===== src/rtl/sqrt_pkg.sv =====
// Shared encodings and default sizing for the square-root dispatch block.
// Latency: n/a (declarations only).
// Backpressure: n/a.
package sqrt_pkg;

    localparam int W_DEF       = 8;
    localparam int RW_DEF      = W_DEF / 2 + 1;
    localparam int TIMEOUT_DEF = 2047;

    typedef enum logic [1:0] {
        IDLE      = 2'd0,
        ISSUE     = 2'd1,
        WAIT_DROP = 2'd2,
        WAIT_ACK  = 2'd3
    } state_t;

endpackage


===== src/rtl/sqrt_check.sv =====
// Verifies an engine root against its operand and derives the remainder.
// Latency: purely combinational.
// Backpressure: none; outputs follow inputs.
module sqrt_check
    import sqrt_pkg::*;
#(
    parameter int W  = W_DEF,
    parameter int RW = W / 2 + 1
) (
    input  logic [W-1:0]  a,
    input  logic [W-1:0]  r,
    output logic [RW-1:0] root,
    output logic [RW-1:0] rem,
    output logic          err
);

    logic [W:0]     r1;
    logic [2*W-1:0] sq;
    logic [2*W:0]   nx;
    logic           ok;

    // r is the root iff r^2 <= a < (r+1)^2 and it fits the result field.
    always_comb begin
        r1   = {1'b0, r} + {{W{1'b0}}, 1'b1};
        sq   = {{W{1'b0}}, r} * {{W{1'b0}}, r};
        nx   = {{W{1'b0}}, r1} * {{W{1'b0}}, r1};
        ok   = (sq <= {{W{1'b0}}, a}) &&
               (nx > {{(W+1){1'b0}}, a}) &&
               ((r >> (RW-1)) == '0);
        root = r[RW-1:0];
        // Low bits of a - r^2 are the low bits of the difference of low bits.
        rem  = ok ? (a[RW-1:0] - sq[RW-1:0]) : '0;
        err  = !ok;
    end

endmodule


===== src/rtl/sqrt_dispatch.sv =====
// Feeds operands to the iterative sqrt engine and collects checked results.
// Latency: accept->start 1 cycle; result valid 1 cycle after the qualifying ack.
// Backpressure: in_ready only in IDLE; one-entry result buffer stalls WAIT_ACK when full.
module sqrt_dispatch
    import sqrt_pkg::*;
#(
    parameter int W       = W_DEF,
    parameter int RW      = W / 2 + 1,
    parameter int TIMEOUT = TIMEOUT_DEF
) (
    input  logic          Clk,
    input  logic          Rst_n,
    input  logic          in_valid,
    input  logic [W-1:0]  in_a,
    output logic          in_ready,
    output logic [W-1:0]  eng_a,
    output logic          eng_start,
    input  logic          eng_ack,
    input  logic [W-1:0]  eng_r,
    output logic          res_valid,
    output logic [RW-1:0] res_root,
    output logic [RW-1:0] res_rem,
    output logic          res_err,
    input  logic          res_ready
);

    localparam int            CW       = $clog2(TIMEOUT + 1);
    localparam logic [CW-1:0] CNT_LAST = CW'(TIMEOUT - 1);

    state_t         state;
    logic [CW-1:0]  cnt;
    logic [RW-1:0]  chk_root;
    logic [RW-1:0]  chk_rem;
    logic           chk_err;
    logic           drain;
    logic           buf_free;
    logic           cnt_hit;

    // eng_a doubles as the operand register: it is held until the next accept.
    sqrt_check #(.W(W), .RW(RW)) u_check (
        .a    (eng_a),
        .r    (eng_r),
        .root (chk_root),
        .rem  (chk_rem),
        .err  (chk_err)
    );

    assign drain    = res_valid && res_ready;
    assign buf_free = !res_valid || res_ready;
    // The last permitted wait cycle; result then lands TIMEOUT+1 cycles after ISSUE.
    assign cnt_hit  = (cnt == CNT_LAST);

    // Dispatch FSM with registered handshake outputs and the result buffer.
    always_ff @(posedge Clk or negedge Rst_n) begin
        if (!Rst_n) begin
            state     <= IDLE;
            in_ready  <= 1'b0;
            eng_start <= 1'b0;
            eng_a     <= '0;
            res_valid <= 1'b0;
            res_root  <= '0;
            res_rem   <= '0;
            res_err   <= 1'b0;
            cnt       <= '0;
        end else begin
            eng_start <= 1'b0;
            // A load later in this block overrides the drain.
            if (drain) begin
                res_valid <= 1'b0;
            end
            case (state)
                IDLE: begin
                    in_ready <= 1'b1;
                    if (in_valid && in_ready) begin
                        eng_a     <= in_a;
                        in_ready  <= 1'b0;
                        eng_start <= 1'b1;
                        state     <= ISSUE;
                    end
                end
                ISSUE: begin
                    cnt   <= '0;
                    state <= WAIT_DROP;
                end
                WAIT_DROP: begin
                    // A high ack here is left over from an earlier operation.
                    if (cnt_hit) begin
                        if (buf_free) begin
                            res_valid <= 1'b1;
                            res_root  <= '0;
                            res_rem   <= '0;
                            res_err   <= 1'b1;
                            in_ready  <= 1'b1;
                            state     <= IDLE;
                        end
                    end else begin
                        cnt <= cnt + CW'(1);
                        if (!eng_ack) begin
                            state <= WAIT_ACK;
                        end
                    end
                end
                WAIT_ACK: begin
                    // A genuine ack wins over a timeout; while stalled the engine holds r.
                    if (eng_ack) begin
                        if (buf_free) begin
                            res_valid <= 1'b1;
                            res_root  <= chk_root;
                            res_rem   <= chk_rem;
                            res_err   <= chk_err;
                            in_ready  <= 1'b1;
                            state     <= IDLE;
                        end
                    end else if (cnt_hit) begin
                        if (buf_free) begin
                            res_valid <= 1'b1;
                            res_root  <= '0;
                            res_rem   <= '0;
                            res_err   <= 1'b1;
                            in_ready  <= 1'b1;
                            state     <= IDLE;
                        end
                    end else begin
                        cnt <= cnt + CW'(1);
                    end
                end
                default: begin
                    state <= IDLE;
                end
            endcase
        end
    end

endmodule


===== config.mk =====
export PLATFORM = sky130hd
export DESIGN_NAME = sqrt_dispatch
export DESIGN_NICKNAME = d
export VERILOG_FILES = /design/src/rtl/sqrt_pkg.sv /design/src/rtl/sqrt_check.sv /design/src/rtl/sqrt_dispatch.sv
export SDC_FILE = /design/constraint.sdc
export NUM_CORES = 1
export LEC_CHECK = 0
export CAP_MARGIN = 10
export CORE_MARGIN = 3
export CORE_UTILIZATION = 55
export DETAILED_ROUTE_END_ITERATION = 16
export HOLD_SLACK_MARGIN = 0.15
export PLACE_DENSITY = 0.75
export SETUP_SLACK_MARGIN = 0.1
export SLEW_MARGIN = 20
export SYNTH_ARGS = -nofsm -noshare
export SYNTH_HDL_FRONTEND = slang
export SYNTH_HIERARCHICAL = 1
export SYNTH_SLANG_ARGS = --single-unit
export TNS_END_PERCENT = 100

===== constraint.sdc =====
create_clock -name Clk -period 3.09 [get_ports Clk]
set_input_delay 0.927 -clock Clk [delete_from_list [all_inputs] [get_ports Clk]]
set_output_delay 0.927 -clock Clk [all_outputs]
set_load 0.02 [all_outputs]

==> results.txt, run 1 <==
The run finished, with violations left. The checks that failed: negative setup slack. The number of filler cells placed in the layout is approximately 690. The clock edge transition at the registers on the reported setup and hold paths came out at 0.07 ns. The wire-length estimate of the detail-placed layout is roughly 13,000 um. The sequential fraction of design power is 12.6%. The largest net degree at the start of global routing is 36. The leakage power summed over all cells is roughly 0.0043 uW.

The endpoint arrival time on the critical path came out at slightly above 6 ns. In this run, synthesis produced a sequential element count of 35. The final-report setup violation count is 6.

The ratio of cells with drive above 1 in the final layout came out at roughly 30%. Net switching is between 40 and 50% of the power. Setup repair after global routing could not meet its margin everywhere.

The total of max-cap violations is 0. The time the final worst path needs with I/O delays and setup came out at 6.00 ns. The number of buffers created by CTS came out at 5. The total of hold buffers inserted after clock tree synthesis came out at 0. The power per standard cell area is roughly 750 nW/um^2. Among all flip-flop cells after synthesis, the most frequent one is dfrtp_1.

Cells fill 78.3% of the core in the end. The root buffer cell chosen for the clock tree is clkbuf_8. In this run the register-to-register setup slack is just under 0.5 ns. The floorplan die width came out at 112 um. The area growth from synthesis to layout is 35.1%. The area of the die is 12,400 um^2. The startpoint identified for the worst register-to-register timing path is eng_a[2]$_DFFE_PN0P_.

The final hold violation count came out at 0. The number of max-slew violations in the final report was 0. The slew at the pin closest to its max-slew limit came out at 0.654 ns. A synthesized cell averages 8.66 um^2. The fmax is ~170 MHz. The required time at the worst-slack endpoint came out at roughly 3.3 ns. The number of iterations in the first detailed-routing pass came out at 5.

TritonCTS built the clock tree. After the first detailed-routing iteration, the DRC count stood at between 200 and 250. The launch point of the worst hold path is res_root[2]$_DFFE_PN0P_. The final weighted congestion in routability-driven placement came out at 0.907. Timing analysis after detailed placement gives a worst setup slack of -3.79 ns. The overall power of the completed layout is about 6200 uW. In this run the tightest slew margin relative to its limit is approximately 56%.

The remaining global-route overflow came out at 0. Cell internal power was estimated by the tool at 3250 uW. The number of nets in the layout came out at ~1,000. The via count of the first global-routing pass came out at 6,086. The portion of synthesized area spent on multiplexers is 1.37%. The final antenna-violating net count is 0. The cell count after synthesis came out at around 710. The critical setup path kind is in -> reg. The share of the clock period used by the worst path is 194%.

At the later pin of the worst-skew pair, clock insertion delay measures approximately 0.28 ns. The first-pass GRT wire length is between 20,000 and 30,000 um. The capturing element type of the critical path is a register.

The startpoint type of the worst setup path is an input pin. VDD sags by at most slightly above 0.5 mV. In the final layout, the multi-input gates occupy about 5000 um^2. The biggest fanout along the worst timing path came out at 6. The start point of the critical path is eng_r[2]. The number of cells after detailed placement is about 1,000. The number of warnings printed during yosys synthesis is 6.

The fraction of the yosys area taken by sequential cells came out at ~14%. Across the routed clock network, the largest skew measured is 0.0110 ns. The routed via count divided by cell count is 5.53.

The parity-gate share of the synthesized area counting xor and xnor cells is ~4.7%. Across the whole layout, storage elements account for 876 um^2. The maximum buffer depth of the clock tree came out at 2.

After Yosys synthesis, and, or, nand and nor cells account for 17.1% of the synthesized area. Once the floorplan was initialized, standard cells occupied about three fifths of the core. The slack of the critical path is -2.91 ns. The portion of total power attributed to the clock network came out at between 5 and 6%. The height of the die is between 100 and 150 um. The via total after detailed routing came out at between 5,000 and 6,000. For this design the top-level I/O count stands at 43. The initial antenna violation count was 0. The combinational share of power came out at 82.2%. The wire length reported by the detailed router is ~17,000 um.

By area, the combinational part of the netlist is dominated by adder cells. The async set or reset register ratio after synthesis is between 90% and 100%. Once layout is complete, the cells apart from fillers number 1,020.

The final routed DRC violation total came out at 0. The number of buffers added on ports came out at between 40 and 50. In this run, synthesis inferred 0 flip-flops with an integrated enable. The clock tree synthesis step divided the H-tree into 2 levels. The floorplan has 37 rows. The reported net switching power is approximately 3000 uW. The antenna diode instance count is 0. In this run the worst hold path is classified as reg -> reg. The complex-gate fraction of the synthesized area came out at roughly 16%. The TritonCTS sink count came out at 35. The number of distinct library cells after synthesis came out at 82. The area of the core is about 11,000 um^2.

The global-route total usage across every layer is a little over a quarter. The netlist area before placement is 6120 um^2. After Yosys synthesis, full adders, half adders and majority gates account for between 30% and 40% of the synthesized area. In the final routed layout, each cell accounts on average for approximately 16 um.
-- stage by stage --
stage | setup TNS (ns) | instance area (um^2) | hold slack (ns)
2_1_floorplan | -17.07 | 6370 | 0.525
3_3_place_gp | -22.21 | 7750 | 0.484
3_5_place_dp | -22.59 | 7750 | 0.486
4_1_cts | -16.95 | 8160 | 0.505
5_1_grt | -18.33 | 8270 | 0.513
6_report | -17.27 | 8270 | 0.504
-- registers in the layout (all words and copies together) (netlist names) --
register / flops
cnt: 11
eng_a: 8
in_ready: 1
state: 2
res_err: 1
res_root: 5
eng_start: 1
res_rem: 5
res_valid: 1
-- kinds of logic after synthesis --
kind of cell / after synthesis
xor+xnor: 33
simple gates: 205
compound gates: 125
other cells: 2
flops: 35
mux: 8
buf+inv: 155
fa+ha+maj: 144
-- routing by layer --
metal  up-vias  track usage (%)  wire (um)
met2       165             49.9       8730
li1       2703                -          -
met1      2733             33.9       6810
met4         0             7.30        400
met5         -                0          0
met3        36             2.93        657
-- layout by cell type (no fill, tap or decap), types with 6 or more instances in the layout --
cell / netlist / layout
buf_4: 5 / 135
inv_1: 131 / 110
ha_1: 84 / 74
nand2_1: 71 / 65
fa_1: 60 / 57
dfrtp_1: 35 / 35
clkdlybuf4s50_1: 0 / 34
nor2_1: 35 / 27
inv_2: 0 / 20
a21oi_1: 25 / 20
o21ai_0: 18 / 16
xnor2_1: 23 / 15
and2_1: 18 / 15
a21o_1: 15 / 15
buf_6: 0 / 14
nand3_1: 14 / 11
nand4_1: 10 / 10
a22o_1: 10 / 10
ha_4: 0 / 10
nand2b_1: 9 / 9
nor3_1: 12 / 9
a21oi_2: 2 / 7
xor2_1: 10 / 7
conb_1: 2 / 7
a31oi_1: 6 / 6
xnor2_2: 0 / 6
-- worst max-delay path, stage by stage --
cell and delay (ns):
buf_8 0.10, buf_6 0.12, and2_4 0.16, nand3_4 0.09
xor2_4 0.26, inv_4 0.07, nand2_4 0.09, xnor2_2 0.07
ha_1 0.29, inv_2 0.04, fa_1 0.50, inv_2 0.04
fa_1 0.49, inv_2 0.04, fa_1 0.52, inv_2 0.05
ha_4 0.22, a21o_1 0.21, a31o_4 0.24, o311ai_4 0.27
a21oi_2 0.11, or3_4 0.39, a2111oi_4 0.35, buf_4 0.21
nor3_1 0.06, a22o_1 0.22
-- power by group through the flow --
stage | registers, uW | logic (uW) | clock network (uW)
2_1_floorplan | 815 | 3030 | 0
3_3_place_gp | 779 | 4570 | 0
3_5_place_dp | 789 | 4750 | 0
4_1_cts | 785 | 4910 | 328
5_1_grt | 811 | 5680 | 353
6_report | 785 | 5120 | 320
-- layout make-up --
class                      instances  share of cell area (%)
clock buffer                       7                   0.923
clock inverter                     1                  0.0605
inverter                         132                    6.02
multi-input combinational        522                    61.6
sequential                        35                    10.6
tap                              136                    2.06
timing repair buffer             187                    18.8
-- worst paths after layout --
path                                      endpoint  cells past startpoint
max in group asynchronous   res_rem[0]$_DFFE_PN0P_                      2
min in group asynchronous      eng_start$_DFF_PN0_                      2
setup reg to reg               res_err$_DFFE_PN0P_                     12
hold reg to reg            res_root[2]$_DFFE_PN0P_                      1
setup / recovery            res_rem[0]$_DFFE_PN0P_                     26
hold / removal             res_root[2]$_DFFE_PN0P_                      1
-- synth_stat cells, types with 12 or more instances --
cell type	instances	area, um^2
xnor2_1	23	201
nand3_1	14	70.1
inv_1	131	492
ha_1	84	1050
and2_1	18	113
a21o_1	15	113
fa_1	60	1200
a21oi_1	25	125
nor3_1	12	60.1
nand2_1	71	267
nor2_1	35	131
dfrtp_1	35	876
clkbuf_1	12	45.0
o21ai_0	18	90.1
-- repair_timing --
item,CTS,global route
setup buffers,13,5
setup endpoints to repair,6,6
resized for setup,98,25
pin swaps,42,22
Power figures use the tool's default switching activity.
==> run 2, diff against run 1 <==
- ABC_AREA: default -> 1
- GPL_TIMING_DRIVEN: default -> 0
==> run 2 against run 1 <==
The run still ends with negative setup slack left. Non-clock buffer count fell by 95. Via count increased by 1.1%. Combinational power shrank 14%. Routed wire length down 12%. Worst setup slack improved by 0.30 ns. Clock skew increased by 0.0026 ns. Hold slack worse by 0.0083 ns. Global-route usage shrank 4.2 points.
==> results.txt, run 2 <==
The number of distinct library cells after synthesis is 40. The biggest fanout along the worst timing path is 6. The initial core utilization is 56.9%.

The row count came out at 39. The worst hold margin came out at between 0.4 and 0.5 ns. Counting flops with an async set or reset pin after synthesis yields a share of 100%. In the final layout, the registers with the most flip-flops are cnt: 11 flops, eng_a: 8 flops. The post-route netlist has 13.1% of its cells at a drive strength greater than 1. The maximum buffer depth of the clock tree came out at 2. The flow ran to the end, but the final reports show violations. The sequential fraction of design power is 12.9%. The TritonCTS sink count is 35. The slowest stage of the critical path is the fa_1 cell. Counting tap cells, the placed design contains a total of 1,122 instances. The worst setup timing slack at the placement stage came out at -4.05 ns. The worst setup path is launched from an input pin. In this run the horizontal extent of the chip is roughly 120 um. The cell at the root of the clock tree is clkbuf_16. VDD sags by at most 0.509 mV. The total negative slack for setup checks came out at -15.32 ns.

The total of max-cap violations is 0. After detailed routing, the average wire length per cell comes to 12.6 um. The HPWL reported at the end of detailed placement is between 10,000 and 15,000 um. The initial antenna violation count was 0. Clock latency on the worst-skew pair, taken at its later pin, is roughly 0.28 ns. The library cell used most frequently in the layout, excluding fill and tap cells, is nand2_1.

The required time at the worst-slack endpoint is approximately 3.3 ns. Compared with the post-synthesis result, the final layout area differs by 19.1%. Yosys printed 6 warnings.

The non-filler instance count after layout is ~1,200. The fraction of the yosys area taken by sequential cells came out at 13.4%. The net switching fraction of the power is between 50 and 60%. The path class of the tightest hold or removal check is in -> async. The area of the core came out at 11,500 um^2. Entering global routing, the biggest net connects 28 pins.

The maximum clock skew at final layout is between 0.01 and 0.015 ns. Routability-driven placement finished with a final weighted congestion of ~0.90. The global-route total usage across every layer is a little under a quarter.

The final hold violation count is 0. Of all cell types, the one taking the most synthesized area is fa_1. At the end of the flow the core is filled with cells to about two thirds. Of the available clock period, the critical path in the final layout requires 185%. The time the final worst path needs with I/O delays and setup is 5.71 ns.

Clock-pin slew was measured on the worst setup and hold paths at about 0.060 ns. The number of synthesized register bits came out at 35. Summed over all layers, the routed wires come to around 15,000 um. The number of filler cells placed in the layout is roughly 980.

In this run the static leakage power is 0.00447 uW. The slack of the critical path came out at -2.62 ns. The number of buffer and inverter stages on the critical path is 9.

Combinational logic burns between 70% and 80% of the power. The power per standard cell area is around 700 nW/um^2. The number of nets in the layout came out at 1,183. The average instance in the mapped netlist occupies ~7 um^2. The clock tree from TritonCTS is yes. In this run the remaining antenna-violating nets after routing total 0. The prevailing post-synth register cell is dfrtp_1. The number of max-slew violations in the final report is 0. Leaving out fill and tap cells, the most frequent cells in the layout are nand2_1, inv_1, ha_1. Setup repair after global routing could not meet its margin everywhere. The number of gates on the worst path with buffers counted came out at 32. STA classifies the critical path endpoint as a register.

The total of hold buffers inserted after clock tree synthesis is 0. The endpoint arrival time on the critical path came out at 5.89 ns. The I/O pin total came out at between 40 and 50. The routed via count divided by cell count is a little under 5. For this run, design rule violations remaining after detail routing come to 0. For this run, the detailed router's first-pass iteration total came to 4.

The number of buffers added on ports came out at 39. The cell count after synthesis came out at ~930. The register with the most flip-flops in the final layout is cnt.

The cell that appears most often on the critical path is nand2_1. The number of design-rule violations left by the first detailed-router iteration is 277. The critical path is of the in -> reg type. The most numerous cell in the Yosys netlist is nand2_1. The final-report setup violation count is 6. Among cell families on the critical path, the largest total delay comes from adder cells.

The netlist area before placement is around 6500 um^2. The antenna diode instance count came out at 0. In the synthesized netlist, the cells that appear most often are nand2_1, inv_1, ha_1, nor2_1, fa_1. In this run the number of H-tree levels came out at 2. The number of buffers created by CTS came out at 5. The register with the most flip-flops in the layout has 11 of them. The first global-routing pass estimated ~25,000 um of wire. The fmax is approximately 180 MHz. For this run, the slowest stage of the critical path takes 0.52 ns. The worst reg2reg path depth came out at 15. The checks that failed: negative setup slack. The height of the die came out at 115 um. The portion of total power attributed to the clock network is approximately 8.8%. The via count of the first global-routing pass is roughly 5,700. After synthesis, the cell types taking the most area are fa_1, ha_1, nand2_1.

The top cell type's share of synthesized area came out at a little under a fifth. The die covers 13,300 um^2. The cell internal power dissipation is 2680 uW.

The via total after detailed routing came out at ~5,700. The remaining global-route overflow is 0. The count of flip-flops with a built-in enable after synthesis came out at 0. The reported net switching power came out at a little under 3000 uW.
## run 2: cell count changes in the layout (fill, tap and decap cells not counted), sizes merged, moves of 10 or more
cell,change
a22o,-10
a21o,-14
nand3,+38
nand2,+191
inv,+97
and2,-19
nor2,+51
nor3,-10
buf,-98
## run 2: worst reg2reg max path, cell delays in order (launching register included)
cell	delay, ns
dfrtp_1	0.41
inv_1	0.09
ha_1	0.35
nand2_1	0.11
nor2_1	0.06
nand2_1	0.06
nand2_1	0.04
nand2_1	0.05
nand2_1	0.05
a21oi_1	0.18
nand4_1	0.14
nor2_2	0.17
nand4_4	0.17
or2_4	0.29
nand2_2	0.06
inv_2	0.03
## run 2: area by class of cell
class	instances	area (um^2)	share of cell area, %
Buffer	20	148	1.89
Clock inverter	2	12.5	0.161
Clock buffer	6	129	1.65
Inverter	229	876	11.2
Tap cell	143	179	2.30
Timing Repair Buffer	72	669	8.59
Multi-Input combinational cell	655	4910	62.9
Sequential cell	35	876	11.2
## run 2: logic make-up after synthesis
family	share of synthesized area, %
adder cells (fa/ha/maj)	34.4
XOR/XNOR	4.51
flip-flops	13.4
AO/OA/AOI/OAI	4.11
other	0.115
AND/OR/NAND/NOR	28.3
buffers and inverters	15.2
## run 2: final timing paths
path                       slack (ns)                       to              startpoint
min in group Clk                 0.50   res_rem[2]$_DFFE_PN0P_  res_rem[2]$_DFFE_PN0P_
hold / removal                   0.50  res_root[1]$_DFFE_PN0P_                   Rst_n
hold reg to reg                  0.50   res_rem[2]$_DFFE_PN0P_  res_rem[2]$_DFFE_PN0P_
setup reg to reg                 0.73      res_err$_DFFE_PN0P_    eng_a[3]$_DFFE_PN0P_
setup / recovery                -2.62      res_err$_DFFE_PN0P_                eng_r[2]
max in group asynchronous        2.18     eng_a[5]$_DFFE_PN0P_                   Rst_n
## run 2: repair_timing
item,CTS,global route
buffers inserted,24,8
endpoints found under the setup margin,6,6
pin swaps,13,8
gates resized for setup,62,18
## run 2: power by group through the flow
| stage | Clock, uW | Sequential, uW | Combinational, uW |
|---|---|---|---|
| 6_report | 491 | 722 | 4400 |
| 4_1_cts | 492 | 720 | 4260 |
| 5_1_grt | 514 | 745 | 5060 |
| 3_5_place_dp | 0 | 727 | 4110 |
| 2_1_floorplan | 0 | 810 | 3060 |
| 3_3_place_gp | 0 | 721 | 4030 |
## run 2: stage by stage
step / power, uW / area [um^2]
after global routing: 6320 / 7790
final: 5610 / 7790
after global placement: 4750 / 7200
after detailed placement: 4840 / 7220
after CTS: 5470 / 7670
after floorplan: 3870 / 6630
## run 2: routing by layer
| metal | GRT usage (%) | part of all wire [%] | up-vias |
|---|---|---|---|
| li1 | - | - | 2945 |
| met4 | 4.93 | 1.8 | 0 |
| met1 | 30.5 | 46 | 2650 |
| met3 | 2.00 | 2.2 | 23 |
| met5 | 0 | 0 | - |
| met2 | 41.1 | 50 | 79 |
